**src/rtl/fir_delay_ctrl.sv**
```systemverilog
// Runtime-programmable sample delay line for the FIR front end.
// Ring buffer indexed by sample count; output held invalid while a new delay refills.
module fir_delay_ctrl #(
    parameter int unsigned DATA_WIDTH    = 16,
    parameter int unsigned MAX_DELAY     = 64,
    parameter int unsigned DEFAULT_DELAY = 8,
    localparam int unsigned DW = $clog2(MAX_DELAY + 1),
    localparam int unsigned AW = $clog2(MAX_DELAY)
) (
    input  logic                  clk_i,
    input  logic                  rst_n_i,
    input  logic [DATA_WIDTH-1:0] src_data_i,
    input  logic                  src_valid_i,
    input  logic [DW-1:0]         cfg_delay_i,
    input  logic                  cfg_valid_i,
    output logic                  cfg_ready_o,
    output logic [DATA_WIDTH-1:0] delay_data_o,
    output logic                  delay_valid_o,
    output logic [DW-1:0]         cur_delay_o,
    output logic                  filling_o,
    output logic                  cfg_sat_o
);

    typedef enum logic {FILL = 1'b0, RUN = 1'b1} state_t;

    localparam logic [DW-1:0] MAX_D   = DW'(MAX_DELAY);
    localparam logic [DW-1:0] DEF_D   = DW'(DEFAULT_DELAY);
    localparam logic [AW-1:0] LAST_PTR = AW'(MAX_DELAY - 1);
    localparam logic [DW:0]   MAX_W   = (DW+1)'(MAX_DELAY);
    localparam state_t        RST_STATE = (DEFAULT_DELAY == 0) ? RUN : FILL;

    logic [DATA_WIDTH-1:0] mem [MAX_DELAY];

    state_t                state_q, state_d;
    logic [AW-1:0]         wr_ptr_q, wr_ptr_d;
    logic [DW-1:0]         fill_cnt_q, fill_cnt_d;
    logic [DW-1:0]         cur_delay_q, cur_delay_d;
    logic [DATA_WIDTH-1:0] data_q, data_d;
    logic                  valid_q, valid_d;
    logic                  sat_q, sat_d;
    logic                  ready_q, filling_q;
    logic [DW:0]           rd_sum_c;
    logic [AW-1:0]         rd_addr_c;
    logic [DW-1:0]         cfg_clamp_c;
    logic                  accept_c;

    // Sample history; intentionally not cleared by reset.
    always_ff @(posedge clk_i) begin
        if (src_valid_i) begin
            mem[wr_ptr_q] <= src_data_i;
        end
    end

    always_ff @(posedge clk_i) begin
        if (!rst_n_i) begin
            state_q     <= RST_STATE;
            wr_ptr_q    <= '0;
            fill_cnt_q  <= '0;
            cur_delay_q <= DEF_D;
            data_q      <= '0;
            valid_q     <= 1'b0;
            sat_q       <= 1'b0;
            ready_q     <= (RST_STATE == RUN);
            filling_q   <= (RST_STATE == FILL);
        end else begin
            state_q     <= state_d;
            wr_ptr_q    <= wr_ptr_d;
            fill_cnt_q  <= fill_cnt_d;
            cur_delay_q <= cur_delay_d;
            data_q      <= data_d;
            valid_q     <= valid_d;
            sat_q       <= sat_d;
            ready_q     <= (state_d == RUN);
            filling_q   <= (state_d == FILL);
        end
    end

    // Next-state, pointer arithmetic and output staging.
    always_comb begin
        state_d     = state_q;
        wr_ptr_d    = wr_ptr_q;
        fill_cnt_d  = fill_cnt_q;
        cur_delay_d = cur_delay_q;
        data_d      = data_q;
        valid_d     = 1'b0;
        sat_d       = 1'b0;

        // Wrapped read address; D = MAX_DELAY lands on wr_ptr and reads the old entry.
        rd_sum_c = (DW+1)'(wr_ptr_q) + MAX_W - (DW+1)'(cur_delay_q);
        if (rd_sum_c >= MAX_W) begin
            rd_sum_c = rd_sum_c - MAX_W;
        end
        rd_addr_c = AW'(rd_sum_c);

        cfg_clamp_c = (cfg_delay_i > MAX_D) ? MAX_D : cfg_delay_i;
        accept_c    = cfg_valid_i && (state_q == RUN);

        if (src_valid_i) begin
            wr_ptr_d = (wr_ptr_q == LAST_PTR) ? '0 : wr_ptr_q + AW'(1);
        end

        case (state_q)
            FILL: begin
                if (src_valid_i) begin
                    if (fill_cnt_q == cur_delay_q - DW'(1)) begin
                        state_d    = RUN;
                        fill_cnt_d = '0;
                    end else begin
                        fill_cnt_d = fill_cnt_q + DW'(1);
                    end
                end
            end
            RUN: begin
                if (src_valid_i) begin
                    valid_d = 1'b1;
                    data_d  = (cur_delay_q == '0) ? src_data_i : mem[rd_addr_c];
                end
                if (accept_c) begin
                    cur_delay_d = cfg_clamp_c;
                    sat_d       = (cfg_delay_i > MAX_D);
                    fill_cnt_d  = '0;
                    state_d     = (cfg_clamp_c == '0) ? RUN : FILL;
                end
            end
            default: state_d = RST_STATE;
        endcase
    end

    assign cfg_ready_o   = ready_q;
    assign delay_data_o  = data_q;
    assign delay_valid_o = valid_q;
    assign cur_delay_o   = cur_delay_q;
    assign filling_o     = filling_q;
    assign cfg_sat_o     = sat_q;

endmodule

```
**config.mk**
```make
export PLATFORM = sky130hd
export DESIGN_NAME = fir_delay_ctrl
export DESIGN_NICKNAME = d
export VERILOG_FILES = /design/src/rtl/fir_delay_ctrl.sv
export SDC_FILE = /design/constraint.sdc
export NUM_CORES = 1
export LEC_CHECK = 0
export BUFFER_PORTS_ARGS = -buffer_cell sky130_fd_sc_hd__buf_4
export CAP_MARGIN = 15
export CORE_UTILIZATION = 55
export DETAILED_ROUTE_END_ITERATION = 16
export PLACE_DENSITY = 0.71
export SETUP_SLACK_MARGIN = 0.02
export SLEW_MARGIN = 20
export SYNTH_ARGS = -nofsm -noshare
export SYNTH_HDL_FRONTEND = slang
export SYNTH_SLANG_ARGS = --single-unit
```
**constraint.sdc**
```tcl
create_clock -name clk_i -period 4.17 [get_ports clk_i]
set_input_delay 1.251 -clock clk_i [delete_from_list [all_inputs] [get_ports clk_i]]
set_output_delay 1.251 -clock clk_i [all_outputs]
set_load 0.01 [all_outputs]
```
==> qor.json, run 1 <==
{
  "yosys": {
    "ys_async_sr_fraction": 0,
    "synth_area_per_cell_um2": 21.46,
    "netlist.top_cell.by_area": "edfxtp_1",
    "post_synth_edffs": 1024,
    "synth_top_cell_area_share": 0.7393,
    "syn_area_um2": 41590,
    "synth_ff_type": "edfxtp_1",
    "post_synth_main_area_contributors": "edfxtp_1, mux4_2, dfxtp_1",
    "synth.yosys.warnings": 0,
    "ys_seq_elements": 1064,
    "synth.distinct_cells": 62,
    "synth_seq_area_share": 0.7586,
    "synthesis.nets": 1975,
    "number_of_instances_in_the_synthesized_netlist": 1938
  },
  "setup_path": {
    "crit_arrival_ns": 4.65,
    "critical_path.reg2reg.endpoint": "delay_data_o[10]",
    "crit_path_end_kind": "register",
    "timing.critical_path.required_ns": 4.75,
    "critPathLaunchType": "register",
    "ff2ff_setup_slack_ns": 0.10,
    "crit_type": "register to register",
    "worst-r2r-cell-count": 10,
    "timing.critical_path.from": "wr_ptr_q[0]",
    "critical_path.reg2reg.startpoint": "wr_ptr_q[0]",
    "crit_fanout": 59
  },
  "drt": {
    "wirelength_um": 97450,
    "route.detailed.vias_per_inst": 6.498,
    "drt_pre_antenna_iters": 7,
    "detail_route.wl_per_cell_um": 30.79,
    "num_vias": 20570,
    "final_antenna_net_count": 0,
    "drt_iter0_drc": 2522,
    "drc": 0
  },
  "die": {
    "floorplan.die_area_um2": 76720,
    "core_region_area_um2": 74570,
    "die-height_um": 277.0,
    "initial_utilization": 0.5577,
    "io_pins": 54,
    "die_width_um": 277.0,
    "num_rows": 100
  },
  "final_layout": {
    "layout.cells.most_common_list": "edfxtp_1, mux4_2, buf_4, clkbuf_16, nor2_1",
    "most_frequent_standard_cell_in_the_layout_excluding_fill_and_tap_cells": "edfxtp_1",
    "areaGrowthSynthToFinish_pct": 13.56,
    "drive_gt1_frac": 0.2879,
    "final_core_util": 0.6334,
    "fin_nets": 2146
  },
  "global_route": {
    "grt_remaining_overflow": 0,
    "grt_pass1_vias": 20670,
    "pin_count_of_the_biggest_net_entering_global_routing": 66,
    "grt.total_usage": 0.2583,
    "first_pass_grt_wire_length_um": 141500,
    "number_of_antenna_violations_at_the_first_check_in_global_routing": 2
  },
  "sta": {
    "timing.final.hold_violations": 0,
    "max_slew_margin": 0.3876,
    "layout_min_cycle_time_ns": 4.068,
    "rsz0062_at_grt": "no",
    "finClkSkew_ns": 0.03496,
    "worst_slew_pin_slew_ns": 0.9159,
    "final.hold.worst_slack_ns": 0.5207,
    "achievable-frequency_mhz": 245.8,
    "final_critical_path_setup_slack_ns": 0.1019,
    "finalSetupViolations": 0,
    "final-max-slew-violation-count": 0,
    "fin_crit_sh": 0.9756
  },
  "place": {
    "post-dp-hpwl_um": 56350,
    "port_buffer_count": 53,
    "routabilityCongestion": 0.8721,
    "placement.setup.worst_slack_ns": -0.02340
  },
  "run": {
    "maxCapViolations": 0
  },
  "outcome": {
    "outcome": "finished, final reports clean"
  },
  "worst_hold_path": {
    "worst_hold_path.num_cells": 2,
    "hold_end": "delay_data_o[0]",
    "hold_start": "delay_data_o[0]",
    "hold_class": "register to register"
  },
  "power_and_ir_drop": {
    "pwr_density_cell_nw_per_um2": 475.2,
    "cellLeakagePower_nw": 15.60,
    "ir_worst_vdd_uv": 383.9
  },
  "clock_network": {
    "clk_pin_slew_ns": 0.07,
    "tritoncts": "built",
    "numClockSinks": 1064,
    "cts_max_path_buffers": 3,
    "ctsRootBufferMaster": "clkbuf_16",
    "ctsHtreeMaxLevel": 3,
    "cts-buffers-inserted": 102,
    "postCtsSetupBuffers": 0,
    "worst_skew_pair.late_latency_ns": 0.67
  }
}
[per-layer routing]
| layer | global-route usage | up-vias | part of all wire |
|---|---|---|---|
| li1 | - | 8458 | - |
| met1 | 0.3725 | 10920 | 0.39 |
| met2 | 0.4081 | 1063 | 0.48 |
| met3 | 0.05399 | 131 | 0.10 |
| met4 | 0.06667 | 0 | 0.020 |
| met5 | 0 | - | 0 |
[kinds of logic after synthesis]
logic type      count (synthesis)  share of synthesized area
buf+inv                       115                    0.01378
mux                           351                     0.1687
flops                        1064                     0.7586
compound gates                137                    0.02316
simple gates                  243                    0.02816
fa+ha+maj                      10                   0.003189
xor+xnor                       18                   0.004422
[registers in the layout, summed over array words and instances, names as in the netlist]
name	cells
mem	1024
delay_data_o	16
cur_delay_o	7
fill_cnt_q	7
wr_ptr_q	6
cfg_ready_o	1
cfg_sat_o	1
delay_valid_o	1
filling_o	1
[area by class of cell]
| type | instances | area, um2 |
|---|---|---|
| diodes | 1 | 2.502 |
| inverters | 11 | 41.29 |
| clock inverters | 65 | 718.2 |
| clock buffers | 125 | 2680 |
| repair buffers | 171 | 1459 |
| multi-input cells | 759 | 9568 |
| fillers | 4917 | 27340 |
| well taps | 969 | 1212 |
| flip-flops and latches | 1064 | 31550 |
[cell usage after synthesis (7+ instances only)]
| cell type | n |
|---|---|
| clkbuf_1 | 46 |
| o31ai_1 | 12 |
| buf_2 | 26 |
| nand3_1 | 38 |
| a22oi_1 | 17 |
| nor2b_1 | 12 |
| dfxtp_1 | 40 |
| nor2_1 | 75 |
| mux2i_1 | 71 |
| nor3_1 | 9 |
| buf_1 | 7 |
| nand2_1 | 57 |
| o32ai_1 | 24 |
| mux4_2 | 280 |
| inv_1 | 10 |
| ha_1 | 9 |
| xnor2_1 | 12 |
| a21oi_1 | 20 |
| o21ai_0 | 38 |
| nand2b_1 | 10 |
| edfxtp_1 | 1024 |
| nor3b_1 | 7 |
| buf_4 | 20 |
[worst max-delay path by stage]
stage                                   to  slack, ns
after floorplan                 mem[40][0]       0.63
after global placement    delay_data_o[11]      0.005
after detailed placement  delay_data_o[11]      -0.02
after CTS                  delay_data_o[9]       0.12
after global routing      delay_data_o[11]       0.04
final                     delay_data_o[10]       0.10
[timing repair]
| action | 4_1_cts | 5_1_grt |
|---|---|---|
| hold buffers | 0 | 0 |
| cloned | 0 | 0 |
| gates resized for setup | 1 | 3 |
| hold endpoints to repair | 0 | 0 |
| setup endpoints to repair | 1 | 2 |
[metrics by stage]
stage	cells	instance area, um2	setup TNS [ns]	total power, mW
after floorplan	1938	41590	0	12.86
after global placement	2975	43810	0	13.38
after detailed placement	2975	43810	-0.02340	13.41
after CTS	3164	47210	0	22.56
after global routing	3164	47230	0	23.02
final	3165	47230	0	22.45
[report_power, final]
group / switching [mW] / internal, mW
Sequential: 0.0123 / 11.7
Combinational: 0.801 / 0.620
Clock: 3.98 / 5.29
[critical path, stage by stage, from the launching register on]
cell and delay, ns:
dfxtp_1 0.48, inv_1 0.20, ha_4 0.20, fa_4 0.79
buf_12 0.30, buf_4 0.34, mux4_2 0.24, nand2_1 0.06
o21ai_0 0.71, o32ai_1 0.29, o31ai_1 0.29
Note: power is estimated with default switching activity, not from simulation.
==> run 2, diff against run 1 <==
==> constraint.sdc (replaced) <==
create_clock -name clk_i -period 4.4 [get_ports clk_i]
set_input_delay 1.32 -clock clk_i [delete_from_list [all_inputs] [get_ports clk_i]]
set_output_delay 1.32 -clock clk_i [all_outputs]
set_load 0.01 [all_outputs]
==> run 2 against run 1 <==
Compared with the run above:
- worst hold slack improved by 0.0086 ns
- wire length decreased by 1.5%
- clock power decreased by 6.6%
- die area unchanged
- cell count decreased by 0.85%
- sequential cell count unchanged
- largest cell class unchanged
- clock skew decreased by 0.012 ns
- sequential share of layout area increased by 0.43 points
- via count decreased by 0.75%
- sequential power decreased by 6%
- critical endpoint is now delay_data_o[4]
- fmax decreased by 1.3%
==> qor.json, run 2 (same netlist as run 1, synthesis figures left out) <==
{
  "outcome": {
    "outcome": "finished, final reports clean"
  },
  "worst_hold_path": {
    "hold_start": "delay_data_o[0]",
    "hold_class": "register to register"
  },
  "setup_path": {
    "critPathBufInv": 1,
    "critical_path.reg2reg.startpoint": "wr_ptr_q[0]",
    "crit_arrival_ns": 4.63,
    "crit_path_end_kind": "register",
    "crit_type": "register to register",
    "crit_fanout": 13,
    "critical-path-max-stage-delay_ns": 1.02,
    "worstPathCellList": "inv_1, ha_4, fa_4, xor2_2, nand4_1, o32ai_1, o31ai_1",
    "slowest_stage": "nand4_1",
    "critPathLaunchType": "register",
    "timing.critical_path.required_ns": 4.90,
    "crit_family": "simple AND/OR/NAND/NOR gates",
    "timing.critical_path.from": "wr_ptr_q[0]"
  },
  "final_layout": {
    "largest_register_ff_count": 1024,
    "layout_fillers": 4917,
    "layout.cells.non_filler": 3138,
    "layout.area.seq_um2": 31550,
    "final_core_util": 0.6293,
    "most_frequent_standard_cell_in_the_layout_excluding_fill_and_tap_cells": "edfxtp_1",
    "drive_gt1_frac": 0.2789,
    "multi_input_area_um2": 9542,
    "layout.cells.most_common_list": "edfxtp_1, mux4_2, buf_4, clkbuf_16, nor2_1",
    "largest_register": "mem",
    "areaGrowthSynthToFinish_pct": 12.84,
    "fin_nets": 2122
  },
  "die": {
    "floorplan.die_area_um2": 76720,
    "die-height_um": 277.0,
    "initial_utilization": 0.5577,
    "die_width_um": 277.0,
    "io_pins": 54,
    "num_rows": 100,
    "core_region_area_um2": 74570
  },
  "run": {
    "maxCapViolations": 0
  },
  "drt": {
    "num_vias": 20410,
    "detail_route.wl_per_cell_um": 30.58,
    "drt_pre_antenna_iters": 8,
    "drc": 0,
    "route.detailed.vias_per_inst": 6.505,
    "final_antenna_net_count": 0,
    "drt_iter0_drc": 2370,
    "wirelength_um": 95950
  },
  "sta": {
    "achievable-frequency_mhz": 242.7,
    "finClkSkew_ns": 0.02288,
    "fin_crit_sh": 0.9364,
    "max_slew_margin": 0.2644,
    "rsz0062_at_grt": "no",
    "final-max-slew-violation-count": 0,
    "worst_slew_pin_slew_ns": 1.100,
    "timing.final.hold_violations": 0,
    "setup_tns_ns": 0,
    "layout_min_cycle_time_ns": 4.120,
    "finalSetupViolations": 0
  },
  "power_and_ir_drop": {
    "ir_worst_vdd_uv": 429.8,
    "pwr_density_cell_nw_per_um2": 449.4,
    "total_power_mw": 21.09,
    "cellLeakagePower_nw": 15.47
  },
  "global_route": {
    "grt_pass1_vias": 20400,
    "grt_remaining_overflow": 0,
    "first_pass_grt_wire_length_um": 140100,
    "grt.total_usage": 0.2559,
    "number_of_antenna_violations_at_the_first_check_in_global_routing": 2,
    "pin_count_of_the_biggest_net_entering_global_routing": 78
  },
  "clock_network": {
    "clk_pin_slew_ns": 0.06,
    "cts-buffers-inserted": 99,
    "postCtsSetupBuffers": 0,
    "ctsHtreeMaxLevel": 3,
    "tritoncts": "built",
    "numClockSinks": 1064,
    "post_cts.resized_instances": 0,
    "worst_skew_pair.late_latency_ns": 0.66,
    "cts_max_path_buffers": 3,
    "ctsRootBufferMaster": "clkbuf_16",
    "holdBufCountCts": 0
  },
  "place": {
    "numPlacedInstances": 2953,
    "post-dp-hpwl_um": 54470,
    "port_buffer_count": 53,
    "routabilityCongestion": 0.9038
  }
}
-- run 2: power breakdown --
part / switching (mW) / internal [mW]
clock network: 3.58 / 5.07
registers: 0.0107 / 11.1
logic: 0.734 / 0.562
total: 4.33 / 16.8
-- run 2: tightest hold or removal path: stages, from the launching register on --
cell and delay [ns]:
dfxtp_1 0.35, nand2_1 0.07, o31ai_1 0.06
-- run 2: per-layer routing --
metal  vias up  part of all wire  global-route usage
li1       8417                 -                   -
met1     10790              0.40              0.3746
met2      1037              0.48              0.3940
met3       173             0.090             0.04733
met4         0             0.030             0.08704
met5         -                 0                   0
-- run 2: final timing paths --
| path | slack (ns) | cells past startpoint | to |
|---|---|---|---|
| worst max-delay path | 0.28 | 7 | delay_data_o[4] |
| worst min-delay path | 0.53 | 2 | delay_data_o[0] |
| worst max register to register | 0.28 | 7 | delay_data_o[4] |
| worst min register to register | 0.53 | 2 | delay_data_o[0] |
-- run 2: area by class of cell --
cell class	instances	area share
diodes	3	0.0001600
well taps	969	0.02583
multi-input cells	759	0.2033
clock buffers	133	0.06015
clock inverters	49	0.01045
flip-flops and latches	1064	0.6723
inverters	11	0.0008798
repair buffers	150	0.02693
-- run 2: per-stage QoR --
stage	area, um2	worst slack [ns]	hold slack, ns
4_1_cts	46920	0.3913	0.5181
6_report	46930	0.2799	0.5293
3_5_place_dp	43610	0.3903	0.5074
5_1_grt	46920	0.2501	0.5405
3_3_place_gp	43610	0.4289	0.4882
2_1_floorplan	41590	0.7901	0.4810
